## config.mk

```make
export PLATFORM = sky130hd
export DESIGN_NAME = lsu_mem_adapter
export DESIGN_NICKNAME = d
export VERILOG_FILES = /design/src/rtl/lsu_mem_adapter.sv
export SDC_FILE = /design/constraint.sdc
export NUM_CORES = 1
export LEC_CHECK = 0
export BUFFER_PORTS_ARGS = -buffer_cell sky130_fd_sc_hd__buf_2
export CAP_MARGIN = 20
export CORE_ASPECT_RATIO = 1.25
export CORE_MARGIN = 2
export CORE_UTILIZATION = 45
export DETAILED_ROUTE_END_ITERATION = 10
export GPL_TIMING_DRIVEN = 0
export PLACE_DENSITY = 0.74
export SKIP_CTS_REPAIR_TIMING = 1
export SLEW_MARGIN = 10
export SYNTH_ARGS = -nofsm -noshare
export SYNTH_HDL_FRONTEND = slang
export SYNTH_SLANG_ARGS = --single-unit
```

## constraint.sdc

```tcl
create_clock -name clk -period 4.6 [get_ports clk]
set_clock_uncertainty 0.2 [all_clocks]
set_input_delay 0.92 -clock clk [delete_from_list [all_inputs] [get_ports clk]]
set_output_delay 0.92 -clock clk [all_outputs]
set_load 0.01 [all_outputs]
```

## src/rtl/lsu_mem_adapter.sv

```systemverilog
// MEM-stage load/store adapter: byte-addressed core accesses to a word-addressed SRAM
// over req/ack, with lane steering, load extension, misalignment and timeout reporting.
module lsu_mem_adapter #(
  parameter int unsigned TIMEOUT_CYCLES = 64,
  parameter int unsigned MEM_AW         = 30
) (
  input  logic              clk,
  input  logic              rst,
  input  logic              cpu_mem_read,
  input  logic [1:0]        cpu_mem_write,
  input  logic [1:0]        cpu_load_size,
  input  logic              cpu_load_unsigned,
  input  logic [31:0]       cpu_addr,
  input  logic [31:0]       cpu_wdata,
  output logic              cpu_stall,
  output logic [31:0]       cpu_rdata,
  output logic              cpu_rdata_valid,
  output logic              misalign_err,
  output logic              bus_err,
  output logic              mem_req,
  output logic              mem_we,
  output logic [3:0]        mem_be,
  output logic [MEM_AW-1:0] mem_addr,
  output logic [31:0]       mem_wdata,
  input  logic [31:0]       mem_rdata,
  input  logic              mem_ack
);

  localparam int unsigned      CNT_W    = 8;
  localparam logic [CNT_W-1:0] CNT_LAST = CNT_W'(TIMEOUT_CYCLES - 1);
  localparam logic [1:0]       SZ_B     = 2'd0;
  localparam logic [1:0]       SZ_H     = 2'd1;
  localparam logic [1:0]       SZ_W     = 2'd2;

  typedef enum logic [1:0] {S_IDLE, S_WAIT, S_DONE, S_ERR} state_t;

  state_t            state_q, state_d;
  logic [CNT_W-1:0]  cnt_q;
  logic [MEM_AW-1:0] addr_q;
  logic [1:0]        lane_q, size_q;
  logic              uns_q, we_q, timeout_q;
  logic [3:0]        be_q;
  logic [31:0]       wdata_q, rdata_q;

  logic              store, op, misal, accept;
  logic [1:0]        size, lane;
  logic [3:0]        be;
  logic [31:0]       wdata, load_ext;
  logic [7:0]        sel_byte;
  logic [15:0]       sel_half;

  // Request decode: a store wins over a simultaneous read; size codes shared by both.
  always_comb begin
    store   = cpu_mem_write != 2'b00;
    op      = cpu_mem_read | store;
    lane    = cpu_addr[1:0];
    size    = SZ_W;
    be      = 4'b1111;
    wdata   = 32'h0;
    if (store) begin
      size = cpu_mem_write - 2'd1;
    end else if (cpu_load_size != 2'b11) begin
      size = cpu_load_size;
    end
    misal = ((size == SZ_H) && lane[0]) || ((size == SZ_W) && (lane != 2'b00));
    if (store) begin
      case (size)
        SZ_B: begin
          be    = 4'b0001 << lane;
          wdata = {4{cpu_wdata[7:0]}};
        end
        SZ_H: begin
          be    = 4'b0011 << lane;
          wdata = {2{cpu_wdata[15:0]}};
        end
        default: wdata = cpu_wdata;
      endcase
    end
  end

  // Load extraction from the returned word using the latched lane/size.
  always_comb begin
    case (lane_q)
      2'd0:    sel_byte = mem_rdata[7:0];
      2'd1:    sel_byte = mem_rdata[15:8];
      2'd2:    sel_byte = mem_rdata[23:16];
      default: sel_byte = mem_rdata[31:24];
    endcase
    sel_half = lane_q[1] ? mem_rdata[31:16] : mem_rdata[15:0];
    case (size_q)
      SZ_B:    load_ext = uns_q ? {24'h0, sel_byte} : {{24{sel_byte[7]}}, sel_byte};
      SZ_H:    load_ext = uns_q ? {16'h0, sel_half} : {{16{sel_half[15]}}, sel_half};
      default: load_ext = mem_rdata;
    endcase
  end

  // Next-state and the combinational stall.
  always_comb begin
    state_d   = state_q;
    cpu_stall = 1'b0;
    accept    = 1'b0;
    case (state_q)
      S_IDLE: begin
        if (op) begin
          cpu_stall = 1'b1;
          accept    = !misal;
          state_d   = misal ? S_ERR : S_WAIT;
        end
      end
      S_WAIT: begin
        cpu_stall = 1'b1;
        if (mem_ack || (cnt_q == CNT_LAST)) state_d = S_DONE;
      end
      default: state_d = S_IDLE;
    endcase
  end

  always_ff @(posedge clk) begin
    if (rst) begin
      state_q   <= S_IDLE;
      cnt_q     <= '0;
      addr_q    <= '0;
      lane_q    <= '0;
      size_q    <= '0;
      uns_q     <= 1'b0;
      we_q      <= 1'b0;
      timeout_q <= 1'b0;
      be_q      <= '0;
      wdata_q   <= '0;
      rdata_q   <= '0;
    end else begin
      state_q <= state_d;
      if (accept) begin
        addr_q  <= cpu_addr[MEM_AW+1:2];
        lane_q  <= lane;
        size_q  <= size;
        uns_q   <= cpu_load_unsigned;
        we_q    <= store;
        be_q    <= be;
        wdata_q <= wdata;
        cnt_q   <= '0;
      end
      if (state_q == S_WAIT) begin
        cnt_q <= cnt_q + 1'b1;
        if (mem_ack) begin
          rdata_q   <= load_ext;
          timeout_q <= 1'b0;
        end else if (cnt_q == CNT_LAST) begin
          rdata_q   <= '0;
          timeout_q <= 1'b1;
        end
      end
    end
  end

  // Outputs decode directly from registered state.
  assign mem_req         = state_q == S_WAIT;
  assign mem_we          = we_q;
  assign mem_be          = be_q;
  assign mem_addr        = addr_q;
  assign mem_wdata       = wdata_q;
  assign cpu_rdata_valid = state_q == S_DONE;
  assign bus_err         = (state_q == S_DONE) && timeout_q;
  assign misalign_err    = state_q == S_ERR;
  assign cpu_rdata       = (state_q == S_ERR) ? 32'h0 : rdata_q;

endmodule

```

==> results by group, run 1 <==
Clocking
  – CTS tree: yes
  – Root Buffer: clkbuf_16
  – H-tree depth: 4
  – CTS clk-pin slew, worst paths: 0.05 ns
  – Worst-Skew Late Latency: 0.40 ns
  – Num Clock Sinks: 115
  – CTS Buf Count: 17
  – Max clock buf depth: 2

Logic synthesis
  – Share of the synthesized area in the top cell type: 40.19%
  – Cells after synthesis: 603
  – Distinct cells, synth: 60
  – Warnings from Yosys: 0
  – Post-synth EDFFs: 0
  – Synth top area cells: dfxtp_1 40%, a21oi_1 5.8%, o2bb2ai_2 5.2%, mux2i_1 4.7%, o2bb2ai_1 4.4%
  – Top_reg_cell synth: dfxtp_1
  – Syn nets: 709
  – #FFs+latches synth: 115
  – Cell Area, Synth: 5728 µm²
  – Area leader, netlist: dfxtp_1
  – Synth Area per Inst: 9.499 µm²
  – Sequential area share after synthesis: 40.19%
  – Asr flop ratio synth: 0%

Detailed routing
  – DRT Pass-1 Iters: 6
  – First-iteration detailed-routing DRC count: 313
  – Final WL: 18190 µm
  – Post-DR vias/cell: 5.849
  – Final ANT Viol Nets: 0
  – Drt drc: 0
  – Total via count in the routed design: 5884
  – Wire per inst: 18.08 µm

Setup path
  – R2R Setup Slk: 2.11 ns
  – CP Max Fanout: 10
  – Reg2Reg Launch Point: cnt_q[0]
  – Worst Path Arrival: 1.90 ns
  – CP most frequent cell: buf_2
  – Crit start category: register
  – CP Class: register to output pin
  – Worst path slowest cell: buf_1
  – Worst path max stage delay: 0.40 ns
  – Setup crit start: state_q[0]
  – Worst Path Required: 3.48 ns
  – Crit path capture type: output pin
  – CP cell instances: buf_2 > nand2b_1 > inv_2 > buf_1 > buf_2

Timing
  – Tightest Pin Transition: 0.8593 ns
  – Slew Viols, Final: 0
  – Minimum clock period: 3.015 ns
  – TNS Setup: 0 ns
  – Final period util: 65.54%
  – Max Freq: 331.7 MHz
  – Final Hold Fails: 0
  – Final setup vio count: 0
  – RSZ-0062 raised after global routing: no
  – Slew HR: 42.24%

Finish
  – ANT cells: 0
  – Commonest non-fill, non-tap cell in the layout: buf_2
  – Share of cells above drive strength 1: 36.40%
  – Commonest cells after routing, fill and taps aside: 217 x buf_2, 115 x dfxtp_1, 66 x a21oi_1, 43 x clkbuf_1
  – Area growth, synth to finish: 31.69%
  – Fin nets: 932
  – Fill cell count: 1155

Placement
  – GPL Wtd Cong: 0.8995
  – IO buf count: 204
  – DP HPWL: 13530 µm

Pwr
  – Part of the power in the clock network: 42.1%
  – Worst IR Drop VDD: 0.2150 mV
  – Sequential share of power: 36.7%
  – Pwr dens: 411.3 nW/µm²
  – Net switching power figure: 0.8936 mW
  – Leak Pwr: 3.289 nW
  – Combinational share of power: 21.1%
  – Net Sw Frac: 28.80%
  – Pwr Total: 3.103 mW
  – Cell-internal power: 2.209 mW

Die
  – FP Rows: 46
  – Die Wd: 104.9 µm
  – Core area: 12550 µm²
  – Num ports: 209
  – Area of the die: 13650 µm²
  – Die Ht: 130.1 µm
  – Starting Density: 45.65%

GRT
  – Total grt overflow: 0
  – Tot GR Track Use: 25.79%
  – Vias in the first global route: 5725
  – Largest net degree at the start of global routing: 17
  – First-pass GRT wire length: 28350 µm
  – Initial antenna violation count: 0

Worst hold path
  – Hold Path Class: register to register
  – Hold Crit Start: rdata_q[31]

Status
  – Status: complete, no violations

Flow run
  – Max-cap violations: 0
## cells by family (layout without fill, tap and decap cells)
group	count (synthesis)	after routing	share of synthesized area, %
muxes	41	41	7.471
buffers and inverters	71	306	5.657
AOI/OAI and AO/OA	243	243	32.44
adders and majority gates	1	1	0.2184
DFF	115	115	40.19
and+or+nand+nor	132	132	14.02
## sequential cells by signal, summed over array words and instances, names as in the netlist, 2 cells and up
register and count:
cnt_q 8, lane_q 2, mem_addr 30, mem_be 4
mem_wdata 32, rdata_q 32, size_q 2, state_q 2
## final cells by class
cell class | count | area [µm²] | area share [%]
clock inverter | 10 | 133.9 | 1.775
timing repair buffer | 204 | 1021 | 13.53
tap | 168 | 210.2 | 2.787
clock buffer | 21 | 450.4 | 5.971
sequential | 115 | 2302 | 30.52
buffer | 62 | 290.3 | 3.848
inverter | 9 | 33.78 | 0.4478
multi-input combinational | 417 | 3102 | 41.12
## per-stage QoR
step | instances | setup slack [ns] | area, µm² | hold WS (ns) | util, %
after floorplan | 603 | 2.062 | 5728 | 0.2242 | -
after global placement | 975 | 1.628 | 6959 | 0.2351 | 55.46
after detailed placement | 975 | 1.607 | 6959 | 0.2398 | 55.46
after CTS | 1006 | 1.578 | 7543 | 0.2563 | 60.12
after global routing | 1006 | 1.445 | 7543 | 0.2728 | 60.12
final | 1006 | 1.585 | 7543 | 0.2506 | 60.12
## critical path: cells and delay by family (launching register included)
| kind | cells | cell delay (ns) |
|---|---|---|
| and+or+nand+nor | 1 | 0.18 |
| buffers and inverters | 4 | 1.02 |
| DFF | 1 | 0.30 |
## metal layers
metal	routed length, µm	track usage (%)
met3	1360	6.444
met4	348	10.51
met1	7261	29.00
met5	0	0
met2	9222	46.83
## power by group through the flow
stage	Sequential (mW)	Combinational (mW)	Clock (mW)
2_1_floorplan	1.18	0.382	0
3_3_place_gp	1.15	0.631	0
5_1_grt	1.15	0.709	1.37
3_5_place_dp	1.16	0.648	0
4_1_cts	1.14	0.651	1.33
6_report	1.14	0.655	1.31
## synthesized netlist by cell type (all sizes together), types with 2 or more instances
cell and instances:
a31o 2, clkbuf 40, a21oi 67, or3 5, dfxtp 115, nand3 9, o21a 6, a21bo 7
o2bb2ai 49, mux2 14, nand2 7, or4 3, o211ai 4, nand4 33, buf 22, a211oi 8
nor3 5, a31oi 6, inv 8, a22o 11, o211a 2, o31ai 32, and2 33, nor2b 16
mux2i 27, o22ai 9, nand2b 2, nor2 9, o311ai 5, nor4 3, o21ai 26, o41ai 2
nor3b 4, o221a 2
## worst paths after layout
kind,end,depth (start not counted)
min reg2reg,rdata_q[31],1
max reg2reg,rdata_q[17],6
max,mem_req,5
min,rdata_q[31],1
No activity file was read; power rests on OpenSTA's default activity.
==> run 2: changes to the inputs <==
--- a/config.mk
+++ b/config.mk
@@ -12,7 +12,7 @@
 export CORE_UTILIZATION = 45
 export DETAILED_ROUTE_END_ITERATION = 10
 export GPL_TIMING_DRIVEN = 0
-export PLACE_DENSITY = 0.74
+export PLACE_DENSITY = 0.77
 export SKIP_CTS_REPAIR_TIMING = 1
 export SLEW_MARGIN = 10
 export SYNTH_ARGS = -nofsm -noshare
==> constraint.sdc (replaced) <==
create_clock -name clk -period 2.6 [get_ports clk]
set_clock_uncertainty 0.2 [all_clocks]
set_input_delay 0.52 -clock clk [delete_from_list [all_inputs] [get_ports clk]]
set_output_delay 0.52 -clock clk [all_outputs]
set_load 0.01 [all_outputs]
==> run 2 against run 1 <==
Net effect: design area fell by 0.66%; sequential cell count stayed put; register-to-register slack got worse by 1.8 ns; setup slack got worse by 1.5 ns; die area is the same; sequential share of layout area rose by 0.20 points; clock power is 56% higher; critical path type unchanged; global-route usage shrank 0.39 points.
==> results by group, run 2 (synthesis results as in run 1) <==
Setup path
  – Worst Path Arrival: 1.78 ns
  – R2R Setup Slk: 0.31 ns
  – Worst path slowest cell: clkbuf_1
  – Worst Path Required: 1.88 ns
  – CP Max Fanout: 10
  – Crit path capture type: output pin
  – CP Class: register to output pin
  – Crit Reg-Reg Endpoint: rdata_q[22]
  – Reg2Reg Launch Point: lane_q[1]
  – Crit path to: cpu_rdata[10]
  – Worst path max stage delay: 0.33 ns
  – CP cell instances: buf_2 > nand2_1 > clkbuf_1 > and2_1 > buf_2
  – R2R depth: 5
  – Setup crit start: state_q[0]
  – Crit start category: register
  – CP most frequent cell: buf_2

Timing
  – Minimum clock period: 2.501 ns
  – Final setup vio count: 0
  – Hold_ws: 0.1546 ns
  – Final Hold Fails: 0
  – Final period util: 96.19%
  – TNS Setup: 0 ns
  – Slew HR: 39.91%
  – Fin worst setup slack: 0.09913 ns
  – Max Freq: 399.9 MHz
  – Tightest Pin Transition: 0.8938 ns
  – Slew Viols, Final: 0
  – RSZ-0062 raised after global routing: no

Placement
  – Placed cell count: 975
  – IO buf count: 204
  – DP HPWL: 12840 µm
  – DP Area: 6959 µm²
  – Pre-CTS setup slack: 0.06479 ns
  – GPL Wtd Cong: 0.8672

GRT
  – First-pass GRT wire length: 28070 µm
  – Vias in the first global route: 5588
  – Tot GR Track Use: 25.41%
  – Largest net degree at the start of global routing: 17
  – Total grt overflow: 0
  – Initial antenna violation count: 0

Clocking
  – CTS Buf Count: 17
  – Worst-Skew Late Latency: 0.40 ns
  – CTS clk-pin slew, worst paths: 0.05 ns
  – CTS tree: yes
  – H-tree depth: 4
  – Root Buffer: clkbuf_16
  – Max clock buf depth: 2
  – Num Clock Sinks: 115

Finish
  – Fin area: 7493 µm²
  – Fin nets: 934
  – Commonest non-fill, non-tap cell in the layout: buf_2
  – Share of cells above drive strength 1: 36.95%
  – Commonest cells after routing, fill and taps aside: 217 x buf_2, 115 x dfxtp_1, 66 x a21oi_1, 40 x clkbuf_1
  – Final core utilization: 59.72%
  – ANT cells: 0
  – Fin cells: 1007
  – Area growth, synth to finish: 30.82%

Die
  – FP Rows: 46
  – Die Ht: 130.1 µm
  – Die Wd: 104.9 µm
  – Starting Density: 45.65%
  – Core area: 12550 µm²
  – Area of the die: 13650 µm²
  – Num ports: 209

Status
  – Status: complete, no violations

Pwr
  – Leak Pwr: 3.271 nW
  – Net switching power figure: 1.580 mW
  – Combinational share of power: 22.0%
  – Cell-internal power: 3.630 mW
  – Part of the power in the clock network: 39.3%
  – Sequential share of power: 38.7%
  – Pwr dens: 695.3 nW/µm²
  – Pwr Total: 5.210 mW
  – Worst IR Drop VDD: 0.3926 mV
  – Net Sw Frac: 30.32%

Detailed routing
  – Total via count in the routed design: 5729
  – Final ANT Viol Nets: 0
  – First-iteration detailed-routing DRC count: 296
  – Drt drc: 0
  – Post-DR vias/cell: 5.689
  – Wire per inst: 17.25 µm
  – DRT Pass-1 Iters: 5
  – Final WL: 17370 µm

Flow run
  – Max-cap violations: 0

Worst hold path
  – Hold Crit Depth: 2
  – Hold Path Class: input port to register
[run 2: final cells by class]
| cell class | instances | area [µm²] |
|---|---|---|
| Clock buffer | 19 | 452.9 |
| Sequential cell | 115 | 2302 |
| Multi-Input combinational cell | 417 | 3102 |
| Fill cell | 1181 | 5054 |
| Tap cell | 168 | 210.2 |
| Inverter | 9 | 33.78 |
| Timing Repair Buffer | 206 | 1036 |
| Buffer | 62 | 291.5 |
| Clock inverter | 11 | 65.06 |
[run 2: power by group through the flow]
stage / Sequential, mW / Combinational (mW) / Clock (mW)
2_1_floorplan: 2.08 / 0.675 / 0
3_3_place_gp: 2.04 / 1.12 / 0
3_5_place_dp: 2.04 / 1.14 / 0
4_1_cts: 2.01 / 1.15 / 2.07
5_1_grt: 2.03 / 1.26 / 2.16
6_report: 2.01 / 1.15 / 2.05
[run 2: routing by layer]
metal  part of all wire (%)  routed length [µm]  vias up  global-route usage, %
li1                       -                   -     2772                      -
met1                     41                7182     2692                  30.50
met2                     50                8684      237                  44.46
met3                    6.7                1168       28                  6.893
met4                    1.9                 336        0                  8.000
met5                      0                   0        -                      0
[run 2: how the worst min path moves through the flow]
stage                 startpoint           end  slack (ns)
finish                   mem_ack     timeout_q        0.15
global route        cpu_addr[15]  mem_addr[13]        0.16
CTS                      mem_ack     timeout_q        0.15
detailed placement   rdata_q[18]   rdata_q[18]        0.24
global placement          mem_we        mem_we        0.23
floorplan            rdata_q[10]   rdata_q[10]        0.22
[run 2: critical path, delay by kind of cell, from the launching register on]
kind / cells / cell delay, ns
simple gates: 2 / 0.46
flops: 1 / 0.29
buf+inv: 3 / 0.62
